**config.mk**
```make
export PLATFORM = sky130hd
export DESIGN_NAME = gpio_ahb_ctrl_flat
export DESIGN_NICKNAME = d
export VERILOG_FILES = /design/src/rtl/gpio_ahb_ctrl_if.sv /design/src/rtl/gpio_ahb_ctrl.sv /design/src/flat_wrapper.sv
export SDC_FILE = /design/constraint.sdc
export NUM_CORES = 1
export LEC_CHECK = 0
export CAP_MARGIN = 15
export CORE_MARGIN = 3
export CORE_UTILIZATION = 44
export CTS_CLUSTER_DIAMETER = 100
export DETAILED_ROUTE_END_ITERATION = 8
export PLACE_DENSITY = 0.86
export SKIP_LAST_GASP = 1
export SYNTH_ARGS = -nofsm -noshare
export SYNTH_HDL_FRONTEND = slang
export SYNTH_SLANG_ARGS = --single-unit
```
**constraint.sdc**
```tcl
create_clock -name HCLK -period 3.1 [get_ports HCLK]
set_input_delay 0.62 -clock HCLK [delete_from_list [all_inputs] [get_ports HCLK]]
set_output_delay 0.62 -clock HCLK [all_outputs]
set_load 0.005 [all_outputs]
```
**src/rtl/gpio_ahb_ctrl_if.sv**
```systemverilog
// AHB-Lite bus bundle for the GPIO controller slave port.
interface gpio_ahb_ctrl_if;
  logic        HSEL;
  logic [11:0] HADDR;
  logic [1:0]  HTRANS;
  logic        HWRITE;
  logic [2:0]  HSIZE;
  logic [31:0] HWDATA;
  logic        HREADY;
  logic        HREADYOUT;
  logic        HRESP;
  logic [31:0] HRDATA;

  modport master (
    output HSEL, HADDR, HTRANS, HWRITE, HSIZE, HWDATA, HREADY,
    input  HREADYOUT, HRESP, HRDATA
  );

  modport slave (
    input  HSEL, HADDR, HTRANS, HWRITE, HSIZE, HWDATA, HREADY,
    output HREADYOUT, HRESP, HRDATA
  );
endinterface

```
**src/rtl/gpio_ahb_ctrl.sv**
```systemverilog
// Zero-wait AHB-Lite GPIO register file: direction/data-out to the pads, 2-flop input sync,
// edge-latched interrupt. Define GPIO_INT_EN to build the interrupt block (INT_EN/POL/STAT, IRQ).
module gpio_ahb_ctrl #(
  parameter int GPIO_WIDTH = 16
) (
  input  logic                  HCLK,
  input  logic                  HRESETn,
  gpio_ahb_ctrl_if.slave        ahb,
  output logic [GPIO_WIDTH-1:0] GPIO_DIR,
  output logic [GPIO_WIDTH-1:0] GPIO_WDATA,
  input  logic [GPIO_WIDTH-1:0] GPIO_RDATA,
  output logic                  GPIO_IRQ
);
  typedef logic [GPIO_WIDTH-1:0] pin_t;

  localparam logic [2:0] R_DOUT = 3'd0;
  localparam logic [2:0] R_DIR  = 3'd1;
  localparam logic [2:0] R_DIN  = 3'd2;
`ifdef GPIO_INT_EN
  localparam logic [2:0] R_IEN   = 3'd3;
  localparam logic [2:0] R_IPOL  = 3'd4;
  localparam logic [2:0] R_ISTAT = 3'd5;
`endif

  logic       ap_vld, dp_vld, dp_wr, wr_en;
  logic [2:0] dp_reg;
  pin_t       data_out, dir, sync1, sync2, wdat, rd_pin;

  // Out-of-window addresses never reach the data phase, so they read 0 and write nothing.
  assign ap_vld = ahb.HSEL & ahb.HREADY & ahb.HTRANS[1] & (ahb.HADDR[11:5] == 7'd0);
  assign wr_en  = dp_vld & dp_wr;
  assign wdat   = ahb.HWDATA[GPIO_WIDTH-1:0];

  always_ff @(posedge HCLK) begin
    if (!HRESETn) begin
      dp_vld <= 1'b0;
      dp_wr  <= 1'b0;
      dp_reg <= '0;
    end else begin
      dp_vld <= ap_vld;
      dp_wr  <= ahb.HWRITE;
      dp_reg <= ahb.HADDR[4:2];
    end
  end

  always_ff @(posedge HCLK) begin
    if (!HRESETn) begin
      data_out <= '0;
      dir      <= '0;
    end else if (wr_en) begin
      if (dp_reg == R_DOUT) data_out <= wdat;
      if (dp_reg == R_DIR)  dir      <= wdat;
    end
  end

  always_ff @(posedge HCLK) begin
    if (!HRESETn) begin
      sync1 <= '0;
      sync2 <= '0;
    end else begin
      sync1 <= GPIO_RDATA;
      sync2 <= sync1;
    end
  end

`ifdef GPIO_INT_EN
  pin_t int_en, int_pol, int_stat, prev, pin_edge, w1c;
  logic irq_q;

  for (genvar i = 0; i < GPIO_WIDTH; i++) begin : g_edge
    assign pin_edge[i] = int_pol[i] ? (sync2[i] & ~prev[i]) : (~sync2[i] & prev[i]);
  end

  assign w1c = (wr_en && dp_reg == R_ISTAT) ? wdat : '0;

  // Edge set is OR'd in after the clear so a coincident edge keeps the flag.
  always_ff @(posedge HCLK) begin
    if (!HRESETn) begin
      int_en   <= '0;
      int_pol  <= '0;
      int_stat <= '0;
      prev     <= '0;
      irq_q    <= 1'b0;
    end else begin
      if (wr_en && dp_reg == R_IEN)  int_en  <= wdat;
      if (wr_en && dp_reg == R_IPOL) int_pol <= wdat;
      int_stat <= (int_stat & ~w1c) | pin_edge;
      prev     <= sync2;
      irq_q    <= |(int_stat & int_en);
    end
  end

  assign GPIO_IRQ = irq_q;
`else
  assign GPIO_IRQ = 1'b0;
`endif

  always_comb begin
    rd_pin = '0;
    case (dp_reg)
      R_DOUT:  rd_pin = data_out;
      R_DIR:   rd_pin = dir;
      R_DIN:   rd_pin = sync2;
`ifdef GPIO_INT_EN
      R_IEN:   rd_pin = int_en;
      R_IPOL:  rd_pin = int_pol;
      R_ISTAT: rd_pin = int_stat;
`endif
      default: rd_pin = '0;
    endcase
    ahb.HRDATA = '0;
    if (dp_vld && !dp_wr) ahb.HRDATA[GPIO_WIDTH-1:0] = rd_pin;
  end

  assign ahb.HREADYOUT = 1'b1;
  assign ahb.HRESP     = 1'b0;
  assign GPIO_DIR      = dir;
  assign GPIO_WDATA    = data_out;

  logic unused_bits;
  assign unused_bits = ^{ahb.HSIZE, ahb.HADDR[1:0], ahb.HWDATA};
endmodule

```
**src/flat_wrapper.sv**
```systemverilog
// flat-port wrapper written by rule: the top's interface ports become plain ports
module gpio_ahb_ctrl_flat 
#(
  parameter int GPIO_WIDTH = 16
)
  (HCLK, HRESETn, GPIO_DIR, GPIO_WDATA, GPIO_RDATA, GPIO_IRQ, ahb_HSEL, ahb_HADDR, ahb_HTRANS, ahb_HWRITE, ahb_HSIZE, ahb_HWDATA, ahb_HREADY, ahb_HREADYOUT, ahb_HRESP, ahb_HRDATA);
  gpio_ahb_ctrl_if ahb_i ();
  input  logic HCLK;
  input  logic HRESETn;
  output logic [GPIO_WIDTH-1:0] GPIO_DIR;
  output logic [GPIO_WIDTH-1:0] GPIO_WDATA;
  input  logic [GPIO_WIDTH-1:0] GPIO_RDATA;
  output logic GPIO_IRQ;
  input wire logic [$bits(ahb_i.HSEL)-1:0] ahb_HSEL;
  input wire logic [$bits(ahb_i.HADDR)-1:0] ahb_HADDR;
  input wire logic [$bits(ahb_i.HTRANS)-1:0] ahb_HTRANS;
  input wire logic [$bits(ahb_i.HWRITE)-1:0] ahb_HWRITE;
  input wire logic [$bits(ahb_i.HSIZE)-1:0] ahb_HSIZE;
  input wire logic [$bits(ahb_i.HWDATA)-1:0] ahb_HWDATA;
  input wire logic [$bits(ahb_i.HREADY)-1:0] ahb_HREADY;
  output wire logic [$bits(ahb_i.HREADYOUT)-1:0] ahb_HREADYOUT;
  output wire logic [$bits(ahb_i.HRESP)-1:0] ahb_HRESP;
  output wire logic [$bits(ahb_i.HRDATA)-1:0] ahb_HRDATA;
  assign ahb_i.HSEL = ahb_HSEL;
  assign ahb_i.HADDR = ahb_HADDR;
  assign ahb_i.HTRANS = ahb_HTRANS;
  assign ahb_i.HWRITE = ahb_HWRITE;
  assign ahb_i.HSIZE = ahb_HSIZE;
  assign ahb_i.HWDATA = ahb_HWDATA;
  assign ahb_i.HREADY = ahb_HREADY;
  assign ahb_HREADYOUT = ahb_i.HREADYOUT;
  assign ahb_HRESP = ahb_i.HRESP;
  assign ahb_HRDATA = ahb_i.HRDATA;
  gpio_ahb_ctrl #(.GPIO_WIDTH(GPIO_WIDTH)) u_core (.HCLK(HCLK), .HRESETn(HRESETn), .ahb(ahb_i), .GPIO_DIR(GPIO_DIR), .GPIO_WDATA(GPIO_WDATA), .GPIO_RDATA(GPIO_RDATA), .GPIO_IRQ(GPIO_IRQ));
endmodule
```
# --- Yosys cells after proc, flatten, opt, wreduce, memory -nomap -nowiden ---
# Index checks and enable logic that the tools add are counted.
classes:
  reduce_logical: 6
  bitwise_logic: 4
  n_eq_ne: 2
  n_mux: 2
op_table:
  columns: ["cell", "count"]
  rows:
  - ["16-bit case mux with 3 select lines", 1]
  - ["16-bit two-way mux", 1]
  - ["7-bit logical NOT", 1]
  - ["1-bit AND", 4]
  - ["2-bit AND reduction", 2]
  - ["3-bit by 1-bit == test with 1-bit output, second input constant", 1]
  - ["3-bit by 2-bit == test with 1-bit output, second input constant", 1]
  - ["3-bit logical NOT", 1]
  - ["1-bit logical AND", 1]
  - ["1-bit logical NOT", 1]
totals:
  reg_bits: 69
  output_inout_bits: 67
  input_bits: 70
  wordCells: 21

# --- Longest topological paths before layout ---
depth:
  word_depth: 3
  depth_mapped: 5
  mapped_depth_nobuf: 3

# --- Worst setup path after synthesis ---
# OpenSTA, ideal clock, no wires.
synth_path:
  path_type: "flip-flop to output port"
  startpoint: "reg u_core.dp_reg[0]"
  endpoint: "out ahb_HRDATA[9]"
  arrival_ps: 1124
  path_stages_with_launch: 6
  t_required_ps: 2480
  slack_ps: 1356
  cell_sequence: "dfxtp_1 > buf_6 > buf_6 > mux2i_1 > or2_2 > a21oi_1"
synth_via:
  elab_chain_len: 3
  word_cells_on_any_way: 5
  cone_classes: "eq/ne: 2; mux: 2; reduce/logical: 1"
synth_lines:
  columns: ["item", "line", "text"]
  rows:
  - ["start, declared", "gpio_ahb_ctrl.sv:26", "logic [2:0] dp_reg;"]
  - ["start signal, assigned", "gpio_ahb_ctrl.sv:42", "dp_reg <= ahb.HADDR[4:2];"]
  - ["3-bit by 2-bit == test with 1-bit output (tied with other cells)", "gpio_ahb_ctrl.sv:100", "case (dp_reg)"]
  - ["16-bit case mux with 3 select lines *", "gpio_ahb_ctrl.sv:100", null]
  - ["16-bit two-way mux *", "gpio_ahb_ctrl.sv:112", "if (dp_vld && !dp_wr) ahb.HRDATA[GPIO_WIDTH-1:0] = rd_pin;"]
  - ["end, declared", "flat_wrapper.sv:23", "output wire logic [$bits(ahb_i.HRDATA)-1:0] ahb_HRDATA;"]
# Every way passes the cells marked *; elsewhere a longest branch is shown, timed or not.

# --- Worst setup path after layout ---
# Same ends and word-level chain as after synthesis.

==> key figures <==
Pwr
  • Sw Ratio: 0.213
  • Seq pwr share: 0.524
  • Sw power: roughly 0.00037 W
  • Power Internal: 0.00138 W
  • Peak VDD IR: between 300 and 400 uV
  • Comb pwr share: 0.067
  • Pwr/cell area: between 400 and 500 nW/um2
  • Lkg Pwr: 1.52 nW
  • Clock share of power: 0.408

Routing
  • DR vias/cell: around 4.6
  • Wire per inst: 13.4 um
  • Starting DRT DRC Count: 100
  • DRC Markers: 0
  • Via count of the routed design: between 2k and 2.5k
  • Final wirelength: approximately 6300 um
  • DRT Pass-1 Iters: 4
  • Antenna Nets Post-Route: 0

Clock network
  • Htree depth: 3
  • CTS buffer count: 9
  • Post-cts repair resize count: 0
  • Root Buffer: clkbuf_8
  • Setup Fix Bufs, Post-CTS: 0
  • Worst-path clk slew: roughly 0.070 ns
  • CTS tree: built
  • Worst skew pair latency: about 0.33 ns
  • Num Clock Sinks: 69
  • Cts hold-fix bufs: 0
  • Clk buf depth: 2

Finish
  • Synth-to-Final Area Change: 37.6%
  • ANT cells: 0
  • Fillers: about 500
  • Final nets: 458
  • Layout cell share with drive strength beyond 1: 0.0738

Die
  • Die width: 86.6 um
  • I/O pin cnt: about 140
  • Die Span Y: between 80 and 90 um
  • Initial Utilization: 0.468
  • Die area: around 7500 um2
  • Rows: 28
  • Total core area: between 6000 and 7000 um2

Synthesis
  • Post-synth top area cell: dfxtp_1
  • Sequential share of the synthesized area: 0.484
  • Synthesized-area fraction occupied by adder cells: 0
  • Distinct cells, synth: 23
  • Ranking of synthesized cells by area: dfxtp_1, mux2i_1, nand2_1
  • Share of the synthesized area in the top cell type: 0.484
  • Synth Area in Simple Gates: 0.228
  • #FFs+latches synth: 69
  • Synthesized area: between 2000 and 3000 um2
  • YS warnings: 0
  • Largest family of logic cells by synthesized area: simple AND/OR/NAND/NOR gates
  • Post-synthesis xor/xnor area fraction: 0
  • Syn Area/Cell: approximately 9.5 um2
  • Compound-Gate Fraction of Synth Area: 0.0280
  • Post-synthesis mux area share: 0.168
  • Post-synthesis cell count: between 200 and 300

STA
  • Fmax: 0.342 GHz
  • Final Slew Violations: 0
  • Fin Clk Skew: 0.00298 ns
  • Tcrit/Tclk final: 0.942
  • Fin. Hold Viols: 0
  • Worst rel slew slack: 0.558
  • Worst Max-Slew Pin Slew: between 0.6 and 0.7 ns
  • Period minus WS final: between 2 and 3 ns
  • Setup tns final: 0 ns
  • RSZ-0062 raised after global routing: false
  • Setup WS post-layout: 0.180 ns
  • Count of final setup violators: 0

Setup path
  • Worst R2R End: u_core.GPIO_WDATA[1]$_SDFFE_PN0P_
  • R2R depth: 3
  • Crit Path Max Fanout: 16
  • Worst Setup End Kind: output pin
  • Worst Path Required: 2.48 ns
  • Critical R2R Launch: u_core.dp_reg[1]$_SDFF_PN0_
  • R2r setup slk: around 1.4 ns
  • WP data arrival: 2.30 ns
  • Kind of critical path: reg -> out
  • CP startpoint kind: flip-flop
  • Critical Path Start: u_core.dp_reg[0]$_SDFF_PN0_
  • Worst setup path endpoint: ahb_HRDATA[9]

Global routing
  • Vias in the first global route: around 2.1k
  • Initial antenna violation count: 0
  • First-pass GRT wire length: approximately 10000 um
  • Largest net degree at the start of global routing: 44
  • Global-route usage over all layers: 0.176
  • Total grt overflow: 0

Place
  • Dpl hpwl: between 4000 and 5000 um
  • Pre-CTS WS: about 0.55 ns
  • IO Port Bufs: 95
  • GPL Wtd Cong: 0.848

Status
  • Status: finished, final reports clean

Job
  • Max-cap violations: 0

Worst hold path
  • Hold Crit Class: reg -> reg
area by class of cell:
class | count | area, um2 | share of cell area
sequential | 69 | 1380 | 0.352
multi-input combinational | 210 | 1280 | 0.327
timing repair buffer | 98 | 968 | 0.247
clock buffer | 11 | 141 | 0.0360
tap | 75 | 93.8 | 0.0239
clock inverter | 5 | 60.1 | 0.0153
per-layer routing:
layer  track usage  up-vias  wire, um
li1              -     1103         -
met1         0.207      972      2640
met2         0.307       74      3220
met3        0.0390        6       359
met4        0.0751        0        64
met5             0        -         0
power groups by stage:
| stage | registers, W | clock network [W] | logic, W |
|---|---|---|---|
| after floorplan | 0.000933 | 0 | 0.0000734 |
| after global placement | 0.000936 | 0 | 0.000115 |
| after detailed placement | 0.000937 | 0 | 0.000118 |
| after CTS | 0.000916 | 0.000738 | 0.000118 |
| after global routing | 0.000919 | 0.000776 | 0.000131 |
| final | 0.000916 | 0.000713 | 0.000118 |
how the worst min path moves through the flow:
stage          slack [ns]  cells past startpoint                   startpoint                           to
6_report             0.43                      1  u_core.sync1[10]$_SDFF_PN0_  u_core.sync2[10]$_SDFF_PN0_
5_1_grt              0.45                      1   u_core.sync1[2]$_SDFF_PN0_   u_core.sync2[2]$_SDFF_PN0_
4_1_cts              0.43                      1  u_core.sync1[14]$_SDFF_PN0_  u_core.sync2[14]$_SDFF_PN0_
3_5_place_dp         0.42                      1  u_core.sync1[14]$_SDFF_PN0_  u_core.sync2[14]$_SDFF_PN0_
3_3_place_gp         0.41                      1   u_core.sync1[0]$_SDFF_PN0_   u_core.sync2[0]$_SDFF_PN0_
2_1_floorplan        0.41                      1   u_core.sync1[0]$_SDFF_PN0_   u_core.sync2[0]$_SDFF_PN0_
worst max-delay path, stage by stage, from the launching register on:
cell	delay [ns]
dfxtp_1	0.46
buf_4	0.36
mux2i_1	0.17
or2_2	0.29
a21oi_1	0.15
clkdlybuf4s50_1	0.53
logic make-up after synthesis:
logic type	after synthesis
AND/OR/NAND/NOR	127
flip-flops	69
multiplexers	48
AO/OA/AOI/OAI	16
buffers and inverters	37
other	2
metrics by stage:
| stage | area, um2 | power (W) | hold WS, ns | util | cells |
|---|---|---|---|---|---|
| finish | 3930 | 0.00175 | 0.432 | 0.644 | 468 |
| global route | 3930 | 0.00182 | 0.447 | 0.644 | 468 |
| CTS | 3930 | 0.00177 | 0.434 | 0.644 | 468 |
| detailed placement | 3730 | 0.00105 | 0.417 | 0.611 | 452 |
| global placement | 3730 | 0.00105 | 0.412 | 0.611 | 452 |
| floorplan | 2920 | 0.00101 | 0.406 | - | 316 |
layout by cell type, fill, tap and decap left out, drive strengths merged:
cell type,instances
bufinv,1
nor4b,1
or2,16
nand4,1
nor2b,3
and2,36
conb,19
and4bb,1
nor4,1
clkbuf,11
nand2,67
clkinv,3
buf,4
clkdlybuf4s50,94
a21oi,16
dfxtp,69
mux2i,48
clkinvlp,1
nor3b,1
synth_stat cells (all sizes together):
cell type,number
nand4,1
and4bb,1
conb,2
mux2i,48
nand2,67
and2,36
buf,27
or2,16
nor4,1
a21oi,16
nor4b,1
clkbuf,10
nor3b,1
dfxtp,69
nor2b,3
No activity file was read; power rests on OpenSTA's default activity.
